$ cat src/rtl/basic_uart_pkg.sv
// Shared definitions for the basic UART blocks: data width, default queue
// depth and the transmit-queue issue FSM encoding.
package basic_uart_pkg;

    localparam int UART_DATA_W            = 8;
    localparam int TXQ_DEPTH_LOG2_DEFAULT = 4;

    typedef enum logic [1:0] {
        IDLE  = 2'd0,
        ISSUE = 2'd1,
        BUSY  = 2'd2,
        GAP   = 2'd3
    } txq_state_t;

endpackage

$ cat src/rtl/basic_uart_sync_fifo.sv
// Single-clock byte FIFO with registered flags, a separate level counter and
// a one-cycle overflow pulse for rejected pushes. Shared by the TX and RX
// queues. flush clears the pointers and level without touching the storage.
module basic_uart_sync_fifo #(
    parameter int DEPTH_LOG2 = 4,
    parameter int DATA_W     = 8
) (
    input  logic                  clk,
    input  logic                  rst,
    input  logic                  flush,
    input  logic                  wr_en,
    input  logic [DATA_W-1:0]     wr_dat,
    input  logic                  rd_en,
    output logic [DATA_W-1:0]     rd_dat,
    output logic                  full,
    output logic                  empty,
    output logic [DEPTH_LOG2:0]   level,
    output logic                  overflow
);

    localparam int DEPTH = 1 << DEPTH_LOG2;
    localparam logic [DEPTH_LOG2:0] DEPTH_CNT = {1'b1, {DEPTH_LOG2{1'b0}}};

    logic [DATA_W-1:0]     mem [DEPTH];
    logic [DEPTH_LOG2-1:0] wr_ptr;
    logic [DEPTH_LOG2-1:0] rd_ptr;
    logic                  push_ok;
    logic                  pop_ok;
    logic [DEPTH_LOG2:0]   level_nxt;

    // Decide which transfers actually happen this cycle and the resulting level.
    // A push while full is refused even if a pop frees a slot in the same cycle.
    always_comb begin
        push_ok   = wr_en && !full && !flush;
        pop_ok    = rd_en && !empty;
        level_nxt = level;
        if (push_ok && !pop_ok) begin
            level_nxt = level + 1'b1;
        end else if (pop_ok && !push_ok) begin
            level_nxt = level - 1'b1;
        end
    end

    // Storage write; contents are deliberately left unreset.
    always_ff @(posedge clk) begin
        if (push_ok) begin
            mem[wr_ptr] <= wr_dat;
        end
    end

    // Pointers, level, registered flags and the overflow pulse.
    always_ff @(posedge clk) begin
        if (rst || flush) begin
            wr_ptr   <= '0;
            rd_ptr   <= '0;
            level    <= '0;
            empty    <= 1'b1;
            full     <= 1'b0;
            overflow <= 1'b0;
        end else begin
            if (push_ok) begin
                wr_ptr <= wr_ptr + 1'b1;
            end
            if (pop_ok) begin
                rd_ptr <= rd_ptr + 1'b1;
            end
            level    <= level_nxt;
            empty    <= (level_nxt == '0);
            full     <= (level_nxt == DEPTH_CNT);
            overflow <= wr_en && full;
        end
    end

    assign rd_dat = mem[rd_ptr];

endmodule

$ cat src/rtl/basic_uart_tx_queue.sv
// Byte queue in front of the UART transmitter. Bytes are pushed at any rate
// and issued one at a time with a start pulse, waiting for the transmitter's
// done pulse plus one dead cycle before the next byte.
// Optional macro BASIC_UART_TXQ_FLUSH_EN adds a flush input that empties the
// queue without disturbing a byte already handed to the transmitter.
module basic_uart_tx_queue
    import basic_uart_pkg::*;
#(
    parameter int DEPTH_LOG2 = TXQ_DEPTH_LOG2_DEFAULT,
    parameter int DATA_W     = UART_DATA_W
) (
    input  logic                clk,
    input  logic                rst,
`ifdef BASIC_UART_TXQ_FLUSH_EN
    input  logic                flush,
`endif
    input  logic                wr_en,
    input  logic [DATA_W-1:0]   wr_dat,
    output logic                full,
    output logic                empty,
    output logic [DEPTH_LOG2:0] level,
    output logic                overflow,
    input  logic                tx_ready,
    input  logic                tx_done_ev,
    output logic                tx_wr_ev,
    output logic [DATA_W-1:0]   tx_dat
);

    txq_state_t        state;
    logic              pop;
    logic              fifo_flush;
    logic [DATA_W-1:0] head_dat;

`ifdef BASIC_UART_TXQ_FLUSH_EN
    assign fifo_flush = flush;
`else
    assign fifo_flush = 1'b0;
`endif

    // The only pop is the IDLE->ISSUE hand-off, so tx_wr_ev never follows a
    // cycle where tx_ready was low.
    assign pop = (state == IDLE) && !empty && tx_ready;

    basic_uart_sync_fifo #(
        .DEPTH_LOG2 (DEPTH_LOG2),
        .DATA_W     (DATA_W)
    ) u_fifo (
        .clk      (clk),
        .rst      (rst),
        .flush    (fifo_flush),
        .wr_en    (wr_en),
        .wr_dat   (wr_dat),
        .rd_en    (pop),
        .rd_dat   (head_dat),
        .full     (full),
        .empty    (empty),
        .level    (level),
        .overflow (overflow)
    );

    // Issue FSM with registered start pulse and a byte register that only
    // loads on hand-off, so tx_dat stays stable for the whole transmission.
    always_ff @(posedge clk) begin
        if (rst) begin
            state    <= IDLE;
            tx_wr_ev <= 1'b0;
            tx_dat   <= '0;
        end else begin
            tx_wr_ev <= 1'b0;
            case (state)
                IDLE: begin
                    if (pop) begin
                        tx_dat   <= head_dat;
                        tx_wr_ev <= 1'b1;
                        state    <= ISSUE;
                    end
                end
                ISSUE: begin
                    state <= BUSY;
                end
                BUSY: begin
                    if (tx_done_ev) begin
                        state <= GAP;
                    end
                end
                GAP: begin
                    state <= IDLE;
                end
                default: begin
                    state <= IDLE;
                end
            endcase
        end
    end

endmodule

$ cat config.mk
export PLATFORM = sky130hd
export DESIGN_NAME = basic_uart_tx_queue
export DESIGN_NICKNAME = d
export VERILOG_FILES = /design/src/rtl/basic_uart_pkg.sv /design/src/rtl/basic_uart_sync_fifo.sv /design/src/rtl/basic_uart_tx_queue.sv
export SDC_FILE = /design/constraint.sdc
export NUM_CORES = 1
export LEC_CHECK = 0
export BUFFER_PORTS_ARGS = -buffer_cell sky130_fd_sc_hd__buf_2
export CAP_MARGIN = 20
export CORE_MARGIN = 4
export CORE_UTILIZATION = 25
export CTS_BUF_LIST = sky130_fd_sc_hd__clkbuf_4
export CTS_CLUSTER_SIZE = 28
export DETAILED_ROUTE_END_ITERATION = 8
export PLACE_DENSITY = 0.51
export SYNTH_ARGS = -nofsm -noshare
export SYNTH_HDL_FRONTEND = slang
export SYNTH_HIERARCHICAL = 1
export SYNTH_SLANG_ARGS = --single-unit
$ cat constraint.sdc
create_clock -name clk -period 2.8 [get_ports clk]
set_clock_uncertainty 0.2 [all_clocks]
set_input_delay 0.42 -clock clk [delete_from_list [all_inputs] [get_ports clk]]
set_output_delay 0.42 -clock clk [all_outputs]
set_load 0.01 [all_outputs]
==> results of run 1 <==
[critical path, cell delays in order (launching register included)]
cell and delay, ns:
dfxtp_1 0.32, inv_1 0.10, ha_1 0.21, nand3b_1 0.12, inv_1 0.11, nor3b_1 0.46
nand3_1 0.18, a2111o_1 0.42, nor4_2 0.24
[registers in the layout (all words and copies together) (netlist names), named ones only]
register and count:
state 2, tx_dat 8, tx_wr_ev 1, u_fifo/empty 1, u_fifo/full 1, u_fifo/level 5, u_fifo/mem 128, u_fifo/overflow 1
u_fifo/rd_ptr 4, u_fifo/wr_ptr 4
[power groups by stage]
stage                     clock network (uW)  logic, uW  registers (uW)
final                                   1270        192            2580
after CTS                               1320        193            2580
after global placement                     0        176            2630
after global routing                    1440        213            2590
after detailed placement                   0        187            2640
after floorplan                            0        114            2640
[per-stage QoR]
step | util | hold WS, ns | power, uW | std cells | cell area, um2
5_1_grt | 0.289 | 0.00431 | 4240 | 742 | 7240
2_1_floorplan | - | 0.268 | 2750 | 352 | 6370
3_3_place_gp | 0.275 | 0.270 | 2810 | 701 | 6910
6_report | 0.289 | 0.0599 | 4040 | 742 | 7240
4_1_cts | 0.287 | 0.000138 | 4100 | 738 | 7210
3_5_place_dp | 0.275 | 0.291 | 2820 | 701 | 6910
[cell usage after synthesis, types with 4 or more instances]
library cell  count  area (um2)
edfxtp_1        128        3840
mux4_2           40         901
dfxtp_1          31         621
nor2_1           23        86.3
and2_1           18         113
ha_1              9         113
inv_1             9        33.8
mux2i_1           9        90.1
nand2_1           6        22.5
a21oi_1           5        25.0
and3_1            5        31.3
buf_1             5        18.8
xor2_1            5        43.8
nand2b_1          4        25.0
xnor2_1           4        35.0
[final timing paths]
kind                          startpoint                           to  depth (start not counted)
setup reg to reg   state[0]$_SDFFE_PP0P_       u_fifo/full$_SDFF_PP0_                          8
hold reg to reg   tx_dat[7]$_SDFFE_PP0P_       tx_dat[7]$_SDFFE_PP0P_                          2
setup / recovery   state[0]$_SDFFE_PP0P_       u_fifo/full$_SDFF_PP0_                          8
hold / removal                 wr_dat[1]  u_fifo/mem[15][1]$_DFFE_PP_                          1
[cells by family after synthesis]
family / after synthesis / synth area share
buf+inv: 24 / 0.0195
other cells: 1 / 0.000590
xor+xnor: 9 / 0.0124
fa+ha+maj: 10 / 0.0193
simple gates: 79 / 0.0709
compound gates: 16 / 0.0189
mux: 49 / 0.156
flops: 159 / 0.703
[layout make-up]
| class | count | share of cell area |
|---|---|---|
| inverters | 9 | 0.00466 |
| clock inverters | 13 | 0.0157 |
| well taps | 330 | 0.0570 |
| diodes | 1 | 0.000345 |
| repair buffers | 42 | 0.0397 |
| flip-flops and latches | 159 | 0.616 |
| multi-input cells | 169 | 0.246 |
| clock buffers | 19 | 0.0197 |
[layer usage]
layer,track usage,wire (um),vias to the layer above
met3,0.0224,328,12
met5,0,0,-
li1,-,-,1462
met4,0.0371,168,0
met1,0.133,6290,1659
met2,0.138,5790,51
==> results.json, run 1 <==
{
  "status": "finished clean",
  "path_class": "flop to flop",
  "post_cts_resized": 0,
  "gr-total-overflow": 0,
  "pwr-share-clk": 0.313,
  "maxSlewViolCount": 0,
  "hp-class": "input pin to flop",
  "clock_sinks": 159,
  "grt_pass1_wl_um": 19900,
  "core_mm2": 0.0251,
  "start_kind": "flop",
  "final.setup.worst_slack_ns": 0.344,
  "rows": 58,
  "final_common_cell": "edfxtp_1",
  "cts_tree": "done",
  "clk_pin_slew_worst_paths_ns": 0.13,
  "setup_tns_ns": 0,
  "p_per_area_mw_per_mm2": 558,
  "die_area_mm2": 0.0280,
  "synthCells": 347,
  "place_congestion": 0.779,
  "ant_nets": 0,
  "power.internal_uw": 3110,
  "wirelength_um": 12600,
  "avgRoutedWirePerCell_um": 17.0,
  "syn_area_mm2": 0.00635,
  "seq_power_share": 0.639,
  "regArea_mm2": 0.00447,
  "sw_frac_of_total": 0.230,
  "ctsHoldBuffers": 5,
  "drive_gt1_frac": 0.270,
  "cts_buffers": 17,
  "rsz0062_at_grt": "no",
  "power_frac_comb": 0.048,
  "drv_cap": 0,
  "timing.fmax_mhz": 407,
  "num_vias": 3184,
  "dr.pass1.iters": 6,
  "grt_usage": 0.0935,
  "min_period_over_period": 0.877,
  "fin_nets": 420,
  "net-switching-power_uw": 927,
  "synth_edf_count": 128,
  "grt_max_degree": 33,
  "root_buffer": "clkbuf_4",
  "fin_crit_ns": 2.46,
  "ir_worst_vdd_uv": 231,
  "worstSetupEndpointType": "flop",
  "slew_headroom": 0.585,
  "synth_seq_cells": 159,
  "first_global_vias": 3276,
  "synth_flop_cell": "edfxtp_1",
  "yosysSeqAreaShare": 0.703,
  "dp_slack_ns": 0.328,
  "regToRegSetupSlack_ns": 0.34,
  "finalHoldViolations": 0,
  "antenna_found_initial": 1,
  "multi_input_area_mm2": 0.00179,
  "nFillCells": 2536,
  "io_buffers": 29,
  "power_leakage_uw": 0.00238,
  "cp_data_required_time_ns": 3.05,
  "initial_utilization": 0.253,
  "cts_setup_buffers": 0,
  "dp_hpwl_um": 8540,
  "ioPinCount": 30,
  "routed_via_density": 4.29,
  "fp.dieW_um": 167,
  "yosys_warnings": 6,
  "worstPathArrival_ns": 2.71,
  "avgSynthCellArea_um2": 18.3,
  "die_h_um": 167,
  "drc": 0,
  "drt_iter0_markers": 137,
  "clock_latency_ns": 0.54,
  "final_cell_mix": "128 x edfxtp_1, 40 x mux4_2, 30 x dfxtp_1, 29 x buf_2, 23 x nor2_1",
  "yosys.cell_types.count": 44,
  "cts_buffer_depth": 2,
  "worstMarginPinSlew_ns": 0.621,
  "area_delta_synth_final_pct": 14.0,
  "async_flop_share": 0,
  "h-tree-depth": 4,
  "final-setup-viol-count": 0,
  "path_max_fanout": 4
}
(Power assumes the default switching activity.)
==> run 2: changes to the inputs <==
--- a/config.mk
+++ b/config.mk
@@ -5,7 +5,7 @@
 export SDC_FILE = /design/constraint.sdc
 export NUM_CORES = 1
 export LEC_CHECK = 0
-export BUFFER_PORTS_ARGS = -buffer_cell sky130_fd_sc_hd__buf_2
+export BUFFER_PORTS_ARGS = -buffer_cell sky130_fd_sc_hd__clkbuf_2
 export CAP_MARGIN = 20
 export CORE_MARGIN = 4
 export CORE_UTILIZATION = 25
==> run 2 against run 1 <==
Against the previous run: via count shrank 0.75%; sequential share of layout area increased by 0.40 points; maximum frequency rose by 0.54%; wire length shrank 0.46%; combinational power down 3%; critical path type unchanged; critical endpoint unchanged.
==> results.json, run 2 (synthesized netlist as in run 1, its figures left out) <==
{
  "rr_worst_depth": 8,
  "antenna_found_initial": 1,
  "ctsHoldBuffers": 2,
  "fp.dieW_um": 167,
  "sw_frac_of_total": 0.236,
  "timing.fmax_mhz": 409,
  "power.internal_uw": 3110,
  "dr.pass1.iters": 4,
  "num_vias": 3160,
  "core_mm2": 0.0251,
  "pwr-share-clk": 0.321,
  "nFillCells": 2527,
  "root_buffer": "clkbuf_4",
  "min_period_over_period": 0.873,
  "fin_nets": 414,
  "post_cts_resized": 0,
  "p_per_area_mw_per_mm2": 566,
  "largest_reg_flops": 128,
  "dp_hpwl_um": 8510,
  "place_congestion": 0.775,
  "start_kind": "flop",
  "rsz0062_at_grt": "no",
  "routed_via_density": 4.29,
  "largest_register": "u_fifo/mem",
  "final_cell_mix": "128 x edfxtp_1, 40 x mux4_2, 30 x dfxtp_1, 29 x clkbuf_2, 23 x nor2_1",
  "final-setup-viol-count": 0,
  "use_met2": 0.140,
  "drt_iter0_markers": 174,
  "grt_max_degree": 33,
  "power_leakage_uw": 0.00235,
  "dp.cells": 701,
  "finalHoldViolations": 0,
  "cp_data_required_time_ns": 3.06,
  "r2r-start": "state[0]$_SDFFE_PP0P_",
  "hold_path_end": "state[0]$_SDFFE_PP0P_",
  "worstPathArrival_ns": 2.70,
  "clock_sinks": 159,
  "grt_pass1_wl_um": 19800,
  "worstMarginPinSlew_ns": 0.597,
  "ir_worst_vdd_uv": 191,
  "area_delta_synth_final_pct": 13.3,
  "clock_latency_ns": 0.53,
  "reg2reg_to": "u_fifo/full$_SDFF_PP0_",
  "globalRoute.busiestLayer": "met2",
  "ant_nets": 0,
  "drc": 0,
  "die_h_um": 167,
  "hold-worst-slack_ns": 0.111,
  "h-tree-depth": 4,
  "hold_depth": 4,
  "setup_tns_ns": 0,
  "maxSlewViolCount": 0,
  "startpoint": "state[0]$_SDFFE_PP0P_",
  "gr-total-overflow": 0,
  "rows": 58,
  "avgRoutedWirePerCell_um": 17.0,
  "cts_setup_buffers": 0,
  "grt_usage": 0.0938,
  "holdCritStartpoint": "tx_done_ev",
  "slew_headroom": 0.602,
  "clk_pin_slew_worst_paths_ns": 0.13,
  "hp-class": "input pin to flop",
  "status": "finished clean",
  "regArea_mm2": 0.00447,
  "reg_top3": "u_fifo/mem (128), tx_dat (8), u_fifo/level (5)",
  "io_buffers": 29,
  "regToRegSetupSlack_ns": 0.36,
  "path_max_fanout": 4,
  "net-switching-power_uw": 962,
  "seq_power_share": 0.634,
  "layout.cells.non_filler": 736,
  "met3_usage": 0.0186,
  "final_util": 0.287,
  "path_class": "flop to flop",
  "multi_input_area_mm2": 0.00179,
  "cts_buffer_depth": 2,
  "ioPinCount": 30,
  "drv_cap": 0,
  "gr-usage-met1": 0.134,
  "cts_tree": "done",
  "final_common_cell": "edfxtp_1",
  "worstSetupEndpointType": "flop",
  "initial_utilization": 0.253,
  "fin_crit_ns": 2.44,
  "power_frac_comb": 0.046,
  "first_global_vias": 3288,
  "wirelength_um": 12500,
  "cts_buffers": 17,
  "die_area_mm2": 0.0280,
  "drive_gt1_frac": 0.274
}
## run 2: cell types whose count changed in the layout (fill, tap and decap cells not counted), sizes merged
cell / previous run / this run
dlygate4sd3: 8 / 2
clkinv: 4 / 6
buf: 34 / 5
clkbuf: 19 / 47
clkinvlp: 4 / 3
## run 2: per-stage QoR
stage	total power, uW	cell area, um2	setup WS, ns
2_1_floorplan	2750	6370	0.586
3_3_place_gp	2810	6910	0.379
3_5_place_dp	2820	6910	0.283
4_1_cts	4140	7200	0.360
5_1_grt	4270	7200	0.175
6_report	4070	7200	0.357
## run 2: area by class of cell
| cell class | count | area share |
|---|---|---|
| clock buffers | 18 | 0.0188 |
| diodes | 1 | 0.000348 |
| multi-input cells | 169 | 0.248 |
| clock inverters | 14 | 0.0188 |
| inverters | 9 | 0.00469 |
| repair buffers | 36 | 0.0316 |
| flip-flops and latches | 159 | 0.620 |
| well taps | 330 | 0.0574 |
## run 2: how the worst max path moves through the flow
stage	end	cells after the start
global placement	u_fifo/mem[8][4]$_DFFE_PP_	4
finish	u_fifo/full$_SDFF_PP0_	8
detailed placement	u_fifo/mem[8][3]$_DFFE_PP_	4
floorplan	u_fifo/full$_SDFF_PP0_	9
global route	u_fifo/full$_SDFF_PP0_	8
CTS	u_fifo/full$_SDFF_PP0_	8
## run 2: worst max-delay path, cell delays in order, from the launching register on
cell	delay [ns]
dfxtp_1	0.32
inv_1	0.10
ha_1	0.22
nand3b_1	0.12
inv_1	0.12
nor3b_1	0.47
nand3_1	0.19
a2111o_1	0.43
nor4_2	0.21
## run 2: power groups by stage
stage	Combinational [uW]	Sequential [uW]	Clock, uW
floorplan	114	2640	0
global placement	175	2630	0
detailed placement	188	2640	0
CTS	190	2580	1370
global route	210	2590	1470
finish	186	2580	1310
## run 2: metal layers
metal	share of wire	up-vias
li1	-	1453
met1	0.47	1632
met2	0.47	61
met3	0.040	14
met4	0.017	0
met5	0	-
==> run 3: changes to the inputs <==
--- a/config.mk
+++ b/config.mk
@@ -12,6 +12,7 @@
 export CTS_BUF_LIST = sky130_fd_sc_hd__clkbuf_4
 export CTS_CLUSTER_SIZE = 28
 export DETAILED_ROUTE_END_ITERATION = 8
+export MAX_ROUTING_LAYER = met4
 export PLACE_DENSITY = 0.51
 export SYNTH_ARGS = -nofsm -noshare
 export SYNTH_HDL_FRONTEND = slang
==> run 3 against run 2 <==
Against the previous run: cell area unchanged; flip-flop and latch count unchanged; critical path depth down 3; sequential share of layout area unchanged; clock power about the same; largest cell class unchanged; highest routed layer unchanged.
==> results.json, run 3 (synthesized netlist as in run 1, its figures left out) <==
{
  "status": "finished clean",
  "gr-total-overflow": 0,
  "avgRoutedWirePerCell_um": 17.0,
  "num_vias": 3158,
  "crit_slowest_cell": "dlygate4sd3_1",
  "grt_max_degree": 33,
  "largest_register": "u_fifo/mem",
  "ir_worst_vdd_uv": 189,
  "critical_path_buf_inv_count": 2,
  "rows": 58,
  "final_util": 0.287,
  "ioPinCount": 30,
  "fin_nets": 414,
  "die_h_um": 167,
  "cp_data_required_time_ns": 2.81,
  "place_congestion": 0.786,
  "path_class": "input pin to flop",
  "nFillCells": 2527,
  "first_global_vias": 3287,
  "timing.fmax_mhz": 410,
  "die_area_mm2": 0.0280,
  "grt_usage": 0.0966,
  "maxSlewViolCount": 0,
  "root_buffer": "clkbuf_4",
  "clk_pin_slew_worst_paths_ns": 0.14,
  "hp-class": "input pin to flop",
  "p_per_area_mw_per_mm2": 565,
  "drc": 0,
  "hold-worst-slack_ns": 0.109,
  "fin_crit_ns": 2.44,
  "antenna_found_initial": 1,
  "multi_input_area_mm2": 0.00179,
  "drt_iter0_markers": 169,
  "routed_via_density": 4.29,
  "setup_tns_ns": 0,
  "regArea_mm2": 0.00447,
  "clock_latency_ns": 0.54,
  "h-tree-depth": 4,
  "slowest_delay_ns": 0.52,
  "reg_top3": "u_fifo/mem (128), tx_dat (8), u_fifo/level (5)",
  "final_common_cell": "edfxtp_1",
  "path_cells": "dlygate4sd3_1, clkbuf_2, or3b_1, nor3b_1, and2_1",
  "cts_buffer_depth": 2,
  "area_delta_synth_final_pct": 13.3,
  "worstMarginPinSlew_ns": 0.588,
  "worstSetupEndpointType": "flop",
  "initial_utilization": 0.253,
  "dp.cells": 701,
  "core_mm2": 0.0251,
  "drv_cap": 0,
  "largest_reg_flops": 128,
  "cts_buffers": 17,
  "rsz0062_at_grt": "no",
  "io_buffers": 29,
  "power_leakage_uw": 0.00235,
  "drive_gt1_frac": 0.274,
  "grt_pass1_wl_um": 19800,
  "clock_sinks": 159,
  "dr.pass1.iters": 4,
  "path_max_fanout": 9,
  "dp_hpwl_um": 8510,
  "cts_tree": "done",
  "layout.cells.non_filler": 736,
  "min_period_over_period": 0.872,
  "slew_headroom": 0.608,
  "final_cell_mix": "128 x edfxtp_1, 40 x mux4_2, 30 x dfxtp_1, 29 x clkbuf_2, 23 x nor2_1",
  "finalHoldViolations": 0,
  "worstPathArrival_ns": 2.45,
  "cp_top_family": "simple AND/OR/NAND/NOR gates",
  "fp.dieW_um": 167,
  "ant_nets": 0,
  "start_kind": "input pin",
  "wirelength_um": 12500,
  "final-setup-viol-count": 0
}
run 3: cell counts in the layout (fill, tap and decap cells not counted):
Identical to the previous run, type by type.
run 3: repair_timing:
action,4_1_cts,5_1_grt
hold endpoints to repair,3,0
setup buffers,0,0
hold buffers,2,0
resized for setup,0,0
run 3: per-layer routing:
metal	vias to the layer above	track usage	wire, um
met5	-	-	0
met4	0	0.0371	133
met3	7	0.0208	480
met2	59	0.140	5980
met1	1638	0.134	5900
li1	1454	-	-
run 3: cell type report:
type                    count  share of cell area
flip-flops and latches    159               0.620
inverters                   9             0.00469
multi-input cells         169               0.248
clock inverters            14              0.0188
well taps                 330              0.0574
diodes                      1            0.000348
repair buffers             36              0.0316
clock buffers              18              0.0188
run 3: per-stage QoR:
stage	setup WS (ns)	power [uW]	instance area (um2)
after floorplan	0.586	2750	6370
after global placement	0.379	2810	6910
after detailed placement	0.283	2820	6910
after CTS	0.360	4140	7200
after global routing	0.178	4270	7200
final	0.359	4070	7200
run 3: final timing paths:
| kind | startpoint | to | slack, ns | cells past startpoint |
|---|---|---|---|---|
| max | wr_en | u_fifo/mem[8][4]$_DFFE_PP_ | 0.36 | 5 |
| min | wr_dat[3] | u_fifo/mem[2][3]$_DFFE_PP_ | 0.11 | 1 |
| max reg2reg | state[0]$_SDFFE_PP0P_ | u_fifo/full$_SDFF_PP0_ | 0.37 | 8 |
| min reg2reg | u_fifo/rd_ptr[1]$_SDFFE_PP0P_ | u_fifo/rd_ptr[1]$_SDFFE_PP0P_ | 0.31 | 2 |
run 3: where the power goes:
group          internal (uW)  switching [uW]
logic                   73.4             111
registers               2570            11.1
clock network            467             832
